==> config.mk <==
export PLATFORM = sky130hd
export DESIGN_NAME = bram_seq_writer
export DESIGN_NICKNAME = d
export VERILOG_FILES = /design/src/rtl/bram_seq_writer.sv
export SDC_FILE = /design/constraint.sdc
export NUM_CORES = 1
export LEC_CHECK = 0
export CAP_MARGIN = 0
export CORE_UTILIZATION = 30
export DETAILED_ROUTE_END_ITERATION = 10
export DONT_BUFFER_PORTS = 1
export GPL_ROUTABILITY_DRIVEN = 0
export PLACE_DENSITY = 0.56
export SLEW_MARGIN = 25
export SYNTH_ARGS = -nofsm -noshare
export SYNTH_HDL_FRONTEND = slang
export SYNTH_SLANG_ARGS = --single-unit
==> constraint.sdc <==
create_clock -name clk -period 7.5 [get_ports clk]
set_clock_uncertainty 0.05 [all_clocks]
set_input_delay 1.875 -clock clk [delete_from_list [all_inputs] [get_ports clk]]
set_output_delay 1.875 -clock clk [all_outputs]
set_load 0.01 [all_outputs]
==> src/rtl/bram_seq_writer.sv <==
// bram_seq_writer
//   Generates one of four data patterns (FIB, RAMP, CONST, ALT) and writes it,
//   one word per PACE_CYCLES clocks, into a native BRAM port at word indices
//   0..DEPTH-1. It runs as a one-shot fill, optionally followed by an unpaced
//   read-back verify pass, or as a circular refill that runs until stopped.
//
// Ports
//   clk, rst             clock, synchronous active-high reset
//   start, stop          begin a run (IDLE only) / abort a run (WRITE, VERIFY)
//   mode, seed           pattern select and seed, captured at start
//   circular, verify_en  run options, captured at start
//   busy, done           status: not IDLE / one-cycle completion pulse
//   wrap_count           completed circular passes (saturating)
//   err_count            verify mismatches (saturating)
//   first_err_addr       word index of the first verify mismatch
//   BRAM_*               native BRAM port (byte addressed, 1-cycle read latency)
module bram_seq_writer #(
   parameter int DATA_W      = 32,
   parameter int DEPTH       = 2048,
   parameter int PACE_CYCLES = 50_000_000,
   parameter int ERR_W       = 16
) (
   input  logic                clk,
   input  logic                rst,
   input  logic                start,
   input  logic                stop,
   input  logic [1:0]          mode,
   input  logic [DATA_W-1:0]   seed,
   input  logic                circular,
   input  logic                verify_en,
   output logic                busy,
   output logic                done,
   output logic [ERR_W-1:0]    wrap_count,
   output logic [ERR_W-1:0]    err_count,
   output logic [31:0]         first_err_addr,
   output logic                BRAM_clk,
   output logic                BRAM_rst,
   output logic                BRAM_en,
   output logic [DATA_W/8-1:0] BRAM_we,
   output logic [31:0]         BRAM_addr,
   output logic [DATA_W-1:0]   BRAM_din,
   input  logic [DATA_W-1:0]   BRAM_dout
);

   localparam int KW   = $clog2(DEPTH);
   localparam int PW   = (PACE_CYCLES > 1) ? $clog2(PACE_CYCLES) : 1;
   localparam int BE_W = DATA_W / 8;

   localparam logic [KW-1:0] K_LAST = KW'(DEPTH - 1);
   localparam logic [PW-1:0] P_LAST = PW'(PACE_CYCLES - 1);
   localparam logic [31:0]   BYTES  = 32'(DATA_W / 8);

   localparam logic [1:0] M_FIB  = 2'd0;
   localparam logic [1:0] M_RAMP = 2'd1;
   localparam logic [1:0] M_ALT  = 2'd3;

   typedef enum logic [1:0] {S_IDLE, S_WRITE, S_VERIFY, S_DONE} state_t;

   state_t              state, state_nx;
   logic [KW-1:0]       k;
   logic [PW-1:0]       pace;
   logic [DATA_W-1:0]   gen_a;      // v(k)
   logic [DATA_W-1:0]   gen_b;      // v(k+1), only meaningful for FIB
   logic [1:0]          mode_r;
   logic [DATA_W-1:0]   seed_r;
   logic                circ_r;
   logic                ver_r;
   logic                rd_done;    // all verify reads issued, waiting on last compare
   logic                vld_p1;
   logic [DATA_W-1:0]   exp_p1;
   logic [KW-1:0]       idx_p1;

   logic strobe, pass_end, rd_issue, mismatch, cmp_last;

   function automatic logic [ERR_W-1:0] sat_inc(input logic [ERR_W-1:0] c);
      return (&c) ? c : c + ERR_W'(1);
   endfunction

   // Returns {v(0), v(1)-for-FIB}.
   function automatic logic [2*DATA_W-1:0] gen_load(input logic [1:0] m,
                                                    input logic [DATA_W-1:0] s);
      if (m == M_FIB)
         return {DATA_W'(0), DATA_W'(1)};
      return {s, DATA_W'(0)};
   endfunction

   function automatic logic [2*DATA_W-1:0] gen_step(input logic [1:0] m,
                                                    input logic [DATA_W-1:0] a,
                                                    input logic [DATA_W-1:0] b);
      case (m)
         M_FIB:   return {b, a + b};
         M_RAMP:  return {a + DATA_W'(1), b};
         M_ALT:   return {~a, b};
         default: return {a, b};
      endcase
   endfunction

   assign BRAM_clk = clk;
   assign BRAM_rst = rst;

   always_comb begin
      strobe   = (state == S_WRITE) && !stop && (pace == P_LAST);
      pass_end = strobe && (k == K_LAST);
      rd_issue = (state == S_VERIFY) && !stop && !rd_done;
      mismatch = (state == S_VERIFY) && vld_p1 && (BRAM_dout != exp_p1);
      cmp_last = (state == S_VERIFY) && vld_p1 && (idx_p1 == K_LAST);
   end

   always_ff @(posedge clk) begin
      if (rst)
         state <= S_IDLE;
      else
         state <= state_nx;
   end

   always_comb begin
      state_nx = state;
      case (state)
         S_IDLE:   if (start) state_nx = S_WRITE;
         S_WRITE: begin
            if (stop)
               state_nx = S_IDLE;
            else if (pass_end)
               state_nx = circ_r ? S_WRITE : (ver_r ? S_VERIFY : S_DONE);
         end
         S_VERIFY: begin
            if (stop)
               state_nx = S_IDLE;
            else if (cmp_last)
               state_nx = S_DONE;
         end
         default:  state_nx = S_IDLE;
      endcase
   end

   always_comb begin
      busy      = (state != S_IDLE);
      done      = (state == S_DONE);
      BRAM_en   = (state == S_WRITE) || (state == S_VERIFY);
      BRAM_we   = {BE_W{strobe}};
      BRAM_addr = 32'(k) * BYTES;
      BRAM_din  = gen_a;
   end

   always_ff @(posedge clk) begin
      if (rst) begin
         k              <= '0;
         pace           <= '0;
         gen_a          <= '0;
         gen_b          <= '0;
         mode_r         <= '0;
         seed_r         <= '0;
         circ_r         <= 1'b0;
         ver_r          <= 1'b0;
         rd_done        <= 1'b0;
         vld_p1         <= 1'b0;
         wrap_count     <= '0;
         err_count      <= '0;
         first_err_addr <= '0;
      end else begin
         vld_p1 <= rd_issue;
         case (state)
            S_IDLE: begin
               if (start) begin
                  mode_r         <= mode;
                  seed_r         <= seed;
                  circ_r         <= circular;
                  ver_r          <= verify_en;
                  k              <= '0;
                  pace           <= '0;
                  err_count      <= '0;
                  first_err_addr <= '0;
                  rd_done        <= 1'b0;
                  {gen_a, gen_b} <= gen_load(mode, seed);
               end
            end
            S_WRITE: begin
               if (strobe) begin
                  pace <= '0;
                  if (pass_end) begin
                     // Same reload serves the next circular pass and the verify pass.
                     k              <= '0;
                     rd_done        <= 1'b0;
                     {gen_a, gen_b} <= gen_load(mode_r, seed_r);
                     if (circ_r)
                        wrap_count <= sat_inc(wrap_count);
                  end else begin
                     k              <= k + KW'(1);
                     {gen_a, gen_b} <= gen_step(mode_r, gen_a, gen_b);
                  end
               end else if (!stop) begin
                  pace <= pace + PW'(1);
               end
            end
            S_VERIFY: begin
               if (rd_issue) begin
                  if (k == K_LAST) begin
                     rd_done <= 1'b1;
                  end else begin
                     k              <= k + KW'(1);
                     {gen_a, gen_b} <= gen_step(mode_r, gen_a, gen_b);
                  end
               end
               if (mismatch) begin
                  err_count <= sat_inc(err_count);
                  if (err_count == '0)
                     first_err_addr <= 32'(idx_p1);
               end
            end
            default: ;
         endcase
      end
   end

   // p0 -> p1: expected word and its index travel with vld_p1 to meet BRAM_dout
   always_ff @(posedge clk) begin
      if (rd_issue) begin
         exp_p1 <= gen_a;
         idx_p1 <= k;
      end
   end

endmodule

==> impl_metrics.toml, run 1 <==
[synthesis]
netlist.area_leader.share = 0.278
synth.distinct_cells = 81
synth_area_mm2 = 0.0133
yosys.area.top_type = "dfxtp_1"
ys_seq_elements = 227
async_flop_share = 0
synth.area.top_cells = "dfxtp_1, edfxtp_1, nand2_1, a21oi_1, xor2_1"
netlist_instances = 1601
synth-edff-count = 43
synth_area_per_cell_um2 = 8.28
yosysWarnings = 0
synth_ff_type = "dfxtp_1"
synth-seq-area-share = 0.375

[sta]
setup_ws_ns = 1.82
hold_ws_ns = 0.406
setup_tns_ns = 0
hold_viol = 0
setup_viol = 0
max_slew_margin = 0.340
rsz0062_at_grt = "false"
worst_pin_slew_ns = 0.990
maxSlewViolCount = 0

[grt]
grt_use_total = 0.182
grt_max_degree = 136
antenna_found_initial = 3
grt_first_pass_wirelength_mm = 63.0
grt_pass1_vias = 10600
grt_remaining_overflow = 0

[run_status]
status = "complete, no violations"

[drt]
detail-route-antenna-nets = 0
dr.first_iter.drc_count = 868
routedWlPerCell_um = 19.4
drc = 0
finalWirelength_mm = 41.9
vias = 11600
viasPerCell = 5.36
firstDrtPassIters = 5

[cells_and_area]
layout-drive-gt1-share = 0.0731
nets = 1667
final_cell_area_mm2 = 0.0146
final_cell_mix = "nand2_1, dfxtp_1, nor2_1, a21oi_1, xor2_1"
fin_util = 0.337
final_common_cell = "nand2_1"
final_cells = 2162
area_growth_pct = 10.2
fill_cells = 4512

[worst_setup_path]
path_max_fanout = 2
end_kind = "output port"
crit_required_ns = 5.58
critPathLaunchType = "clock port"
critPathArrivalTime_ns = 3.75
crit_type = "clock port to output port"

[pwr]
ir_drop_uv = 164
cellPowerDensity_mw_per_mm2 = 269
power.total_mw = 3.93
leakagePower_nw = 5.15

[clocking]
clk_pin_slew_ns = 0.06
clockBufferDepth = 3
cts_root_buffer = "clkbuf_16"
cts_tree = "done"
clock_latency_ns = 0.58
h-tree-depth = 1
cts_sinks = 227
post_cts_buffers = 0
ctsResizeCount = 0
cts_hold_buffers = 0
numCtsBuffers = 28

[floorplan]
die-area_mm2 = 0.0450
row_count = 76
start_util = 0.306
ioPinCount = 209
fp.dieH_um = 212
core_area_mm2 = 0.0434
die_w_um = 212

[placement]
place_inst = 2108
placed_area_mm2 = 0.0136
hpwl_mm = 30.2
pre_cts_slack_ns = 1.83
port_buffers = 0

[min_path]
hp-class = "register to register"

[run]
maxCapViolCount = 0
[Yosys cell counts, drive strengths merged (20+ instances only)]
cell type,n
nor2,177
xor2,83
inv,33
a211oi,25
nand2,211
edfxtp,43
clkbuf,70
ha,41
a21oi,149
and3,22
nand4,35
o211ai,20
nor3,20
buf,71
nand3,47
o21ai,56
a22oi,24
dfxtp,184
xnor2,50
[area by class of cell]
type                       count  area [um^2]  share of cell area
antenna                        3         7.51            0.000514
clock buffer                  37          796              0.0545
clock inverter                14          234              0.0160
inverter                      34          128             0.00874
multi-input combinational   1240         7550               0.518
sequential                   227         4980               0.341
tap                          585          732              0.0501
timing repair buffer          22          165              0.0113
[final timing paths]
| path | startpoint | endpoint | slack [ns] | cells past startpoint |
|---|---|---|---|---|
| worst max-delay path | clk | BRAM_clk | 1.82 | 0 |
| worst min register to register | seed_r[25] | seed_r[25] | 0.41 | 2 |
| worst min-delay path | seed_r[25] | seed_r[25] | 0.41 | 2 |
| worst max register to register | state[0] | gen_b[28] | 3.30 | 10 |
[report_power, final]
part           internal [mW]  leakage [nW]  switching (mW)  total [mW]
Combinational          0.303          2.75           0.593       0.897
Clock                  0.950         0.508           0.554        1.50
Sequential              1.34          1.89           0.186        1.53
Total                   2.59          5.15            1.33        3.93
[layer usage]
layer	vias to the layer above	routed length, um	global-route usage
met5	-	0	0
met4	0	1230	0.0772
met3	72	3910	0.0484
met2	417	18600	0.285
met1	5530	18200	0.235
li1	5567	-	-
[state kept, by name (all words and copies together) (netlist names), 16 cells and up]
signal / count
BRAM_din: 32
exp_p1: 32
gen_b: 32
seed_r: 32
pace: 26
err_count: 16
wrap_count: 16
[logic make-up after synthesis]
kind of cell	after synthesis	synth area share
buffers and inverters	175	0.0677
other	1	0.000283
DFF	227	0.375
muxes	12	0.00925
and+or+nand+nor	606	0.215
AOI/OAI and AO/OA	405	0.204
xor gates and xnor gates	133	0.0879
adders and majority gates	42	0.0402
Note: power is estimated with default switching activity, not from simulation.
==> inputs of run 2 (changes only) <==
- clock period: 7.5 -> 5.3 ns (I/O delays scaled with it)
==> run 2 against run 1 <==
  * Worst hold slack worse by 0.0011 ns
  * Core utilization is 0.13 points higher
  * Non-clock buffer count is 20 higher
  * Sequential share of layout area is 0.13 points lower
  * Setup slack worse by 0.55 ns
==> impl_metrics.toml, run 2 (synthesized netlist as in run 1, its figures left out) <==
[placement]
hpwl_mm = 30.9
placed_area_mm2 = 0.0137
port_buffers = 0

[clocking]
h-tree-depth = 1
numCtsBuffers = 28
clock_latency_ns = 0.57
ctsResizeCount = 0
cts_hold_buffers = 0
clockBufferDepth = 3
cts_sinks = 227
cts_root_buffer = "clkbuf_16"
cts_tree = "done"
clk_pin_slew_ns = 0.06
post_cts_buffers = 0

[drt]
vias = 11600
viasPerCell = 5.32
drc = 0
dr_wl_met3_mm = 3.82
firstDrtPassIters = 5
detail-route-antenna-nets = 0
routedWlPerCell_um = 19.6
wl_met1_mm = 18.8
finalWirelength_mm = 42.7
wl_met2_mm = 18.7
routed.top_layer = "met5"
dr.first_iter.drc_count = 934

[run]
maxCapViolCount = 0

[cells_and_area]
fin_util = 0.338
layout-drive-gt1-share = 0.0840
final_cell_area_mm2 = 0.0147
area_growth_pct = 10.6
final_common_cell = "nand2_1"
nets = 1687
final_cell_mix = "nand2_1, dfxtp_1, nor2_1, a21oi_1, xor2_1"

[worst_setup_path]
critPathLaunchType = "clock port"
reg2reg_depth = 10
end_kind = "output port"
ff2ff_setup_slack_ns = 1.40
critPathArrivalTime_ns = 2.65
crit_required_ns = 3.92
critPathLaunch = "clk"
crit_type = "clock port to output port"
reg2reg_from = "state[0]"
path_max_fanout = 2
r2r-end = "gen_b[30]"

[run_status]
status = "complete, no violations"

[pwr]
ir_drop_uv = 268
leakagePower_nw = 5.21
cellPowerDensity_mw_per_mm2 = 373

[floorplan]
core_area_mm2 = 0.0434
ioPinCount = 209
die_w_um = 212
start_util = 0.306
row_count = 76
fp.dieH_um = 212
die-area_mm2 = 0.0450

[sta]
worst_pin_slew_ns = 1.00
setup_viol = 0
rsz0062_at_grt = "false"
maxSlewViolCount = 0
hold_viol = 0
setup_tns_ns = 0
max_slew_margin = 0.313

[min_path]
min_path_cells = 2
hp-class = "register to register"
holdCritStartpoint = "seed_r[31]"
whs_endpoint = "seed_r[31]"

[grt]
grt_max_degree = 136
grt_use_total = 0.187
antenna_found_initial = 7
grt_remaining_overflow = 0
grt_first_pass_wirelength_mm = 64.1
grt_pass1_vias = 10600
-- run 2: cell count changes in the layout (fill, tap and decap cells not counted), moves of 2 or more --
cell,previous run,this run
buf_4,22,42
bufinv_16,6,3
clkbuf_8,4,1
clkinv_1,2,4
clkinv_4,0,3
clkinvlp_4,0,2
-- run 2: cell type report --
type | count | area, um^2
Clock buffer | 33 | 751
Tap cell | 585 | 732
Clock inverter | 19 | 191
Antenna cell | 2 | 5.00
Fill cell | 4549 | 28700
Inverter | 34 | 128
Timing Repair Buffer | 42 | 315
Sequential cell | 227 | 4980
Multi-Input combinational cell | 1240 | 7550
-- run 2: worst max-delay path by stage --
stage | end | slack (ns) | depth (start not counted)
CTS | BRAM_we[0] | 1.27 | 6
global placement | BRAM_clk | 1.28 | 0
floorplan | BRAM_clk | 1.16 | 1
finish | BRAM_clk | 1.27 | 0
global route | BRAM_we[3] | 1.08 | 6
detailed placement | BRAM_clk | 1.28 | 0
-- run 2: power breakdown --
group	internal [mW]	switching [mW]
sequential	1.90	0.120
combinational	0.478	1.00
clock	1.16	0.799
total	3.54	1.92
-- run 2: layer usage --
layer | up-vias | GRT usage
met3 | 84 | 0.0561
met4 | 4 | 0.0755
met1 | 5531 | 0.246
met5 | - | 0
li1 | 5604 | -
met2 | 395 | 0.283
-- run 2: tightest hold or removal path: cells and delay by family, from the launching register on --
family             cells  cell delay [ns]
and+or+nand+nor        1             0.05
AOI/OAI and AO/OA      1             0.05
DFF                    1             0.31
-- run 2: per-stage QoR --
stage / total power [mW] / hold WS [ns] / instances / setup slack (ns)
finish: 5.46 / 0.405 / 2182 / 1.27
global route: 5.76 / 0.421 / 2180 / 1.08
CTS: 5.53 / 0.402 / 2180 / 1.27
detailed placement: 3.53 / 0.393 / 2128 / 1.28
global placement: 3.52 / 0.388 / 2128 / 1.28
floorplan: 3.08 / 0.386 / 1642 / 1.16
==> inputs of run 3 (changes only) <==
- PLACE_DENSITY: 0.56 -> 0.57
- clock period: 5.3 -> 3.7 ns (I/O delays scaled with it)
==> run 3 against run 2 <==
  * Non-clock buffer count up 27
  * Die area is the same
  * Combinational power up 49%
==> impl_metrics.toml, run 3 (synthesized netlist as in run 1, its figures left out) <==
[clocking]
numCtsBuffers = 28
cts_hold_buffers = 0
post_cts_buffers = 0
clk_pin_slew_ns = 0.06
clock_latency_ns = 0.57
ctsResizeCount = 0
cts_sinks = 227
cts_root_buffer = "clkbuf_16"
clockBufferDepth = 3
cts_tree = "done"
h-tree-depth = 1

[worst_setup_path]
end_kind = "output port"
reg2reg_from = "BRAM_din[9]"
reg2reg_depth = 11
critPathLaunchType = "register"
r2r-end = "gen_b[31]"
ff2ff_setup_slack_ns = 0.42
crit_required_ns = 2.72
critPathArrivalTime_ns = 2.32
path_max_fanout = 4
crit_type = "register to output port"

[cells_and_area]
area_growth_pct = 11.8
final_cells = 2207
n_antenna_cell = 0
nets = 1714
final_cell_area_mm2 = 0.0148
final_common_cell = "nand2_1"
layout-drive-gt1-share = 0.0993
final_cell_mix = "nand2_1, dfxtp_1, nor2_1, a21oi_1, xor2_1"

[drt]
firstDrtPassIters = 5
viasPerCell = 5.33
detail-route-antenna-nets = 0
drc = 0
vias = 11800
dr.first_iter.drc_count = 1007
finalWirelength_mm = 43.2
routedWlPerCell_um = 19.6

[run]
maxCapViolCount = 0

[floorplan]
die_w_um = 212
fp.dieH_um = 212
row_count = 76
start_util = 0.306
ioPinCount = 209
die-area_mm2 = 0.0450
core_area_mm2 = 0.0434

[placement]
port_buffers = 0
placed_area_mm2 = 0.0139
hpwl_mm = 32.3
place_inst = 2155

[grt]
grt_pass1_vias = 10800
grt_first_pass_wirelength_mm = 65.2
grt_remaining_overflow = 0
antenna_found_initial = 4
grt_use_total = 0.189
grt_max_degree = 136

[min_path]
whs_endpoint = "seed_r[5]"
holdCritStartpoint = "rst"
hp-class = "primary input to register"
min_path_cells = 1

[pwr]
leakagePower_nw = 5.31
ir_drop_uv = 324
cellPowerDensity_mw_per_mm2 = 524

[sta]
period_share = 0.889
post-route-min-period_ns = 3.29
maxSlewViolCount = 0
hold_viol = 0
max_slew_margin = 0.357
timing.fmax_mhz = 304
setup_viol = 0
rsz0062_at_grt = "false"
setup_tns_ns = 0
worst_pin_slew_ns = 0.965

[run_status]
status = "complete, no violations"
[run 3: changes by cell type in the layout (fill, tap and decap cells not counted), moves of 2 or more]
cell and change:
clkinvlp_4 +3, buf_4 +26, bufinv_16 -2, diode_2 -2
[run 3: worst max-delay path by stage]
stage                start    endpoint  slack, ns  depth (start not counted)
6_report          state[1]  BRAM_we[0]       0.41                          6
5_1_grt           gen_b[8]   gen_b[31]       0.13                         11
4_1_cts        BRAM_din[9]   gen_b[31]       0.30                         11
3_5_place_dp   BRAM_din[9]   gen_b[31]       0.32                         11
3_3_place_gp   BRAM_din[9]   gen_b[31]       0.35                         11
2_1_floorplan          clk    BRAM_clk       0.76                          1
[run 3: per-layer routing]
| metal | track usage | up-vias | part of all wire |
|---|---|---|---|
| li1 | - | 5659 | - |
| met1 | 0.256 | 5611 | 0.45 |
| met2 | 0.283 | 427 | 0.43 |
| met3 | 0.0523 | 58 | 0.091 |
| met4 | 0.0707 | 0 | 0.029 |
| met5 | 0 | - | 0 |
[run 3: layout make-up]
type / count / area, um^2
repair buffers: 69 / 531
fillers: 4501 / 28500
well taps: 585 / 732
flip-flops and latches: 227 / 4980
inverters: 34 / 128
clock buffers: 31 / 722
clock inverters: 21 / 164
multi-input cells: 1240 / 7560
[run 3: where the power goes]
group	internal, mW	switching, mW	leakage [nW]
registers	2.72	0.180	1.89
logic	0.744	1.46	3.00
clock network	1.49	1.18	0.423
total	4.95	2.82	5.31
[run 3: worst max-delay path, cell delays in order (launching register included)]
cell	delay, ns
dfxtp_1	0.34
inv_1	0.10
ha_1	0.18
nor4bb_1	0.37
nand4_1	0.16
nor4b_2	0.34
buf_4	0.25
[run 3: metrics by stage]
step	power (mW)	hold slack, ns	util	setup slack, ns
after floorplan	4.42	0.386	-	0.756
after global placement	5.11	0.388	0.321	0.354
after detailed placement	5.14	0.392	0.321	0.319
after CTS	7.83	0.380	0.341	0.303
after global routing	8.16	0.379	0.342	0.127
final	7.77	0.381	0.342	0.409
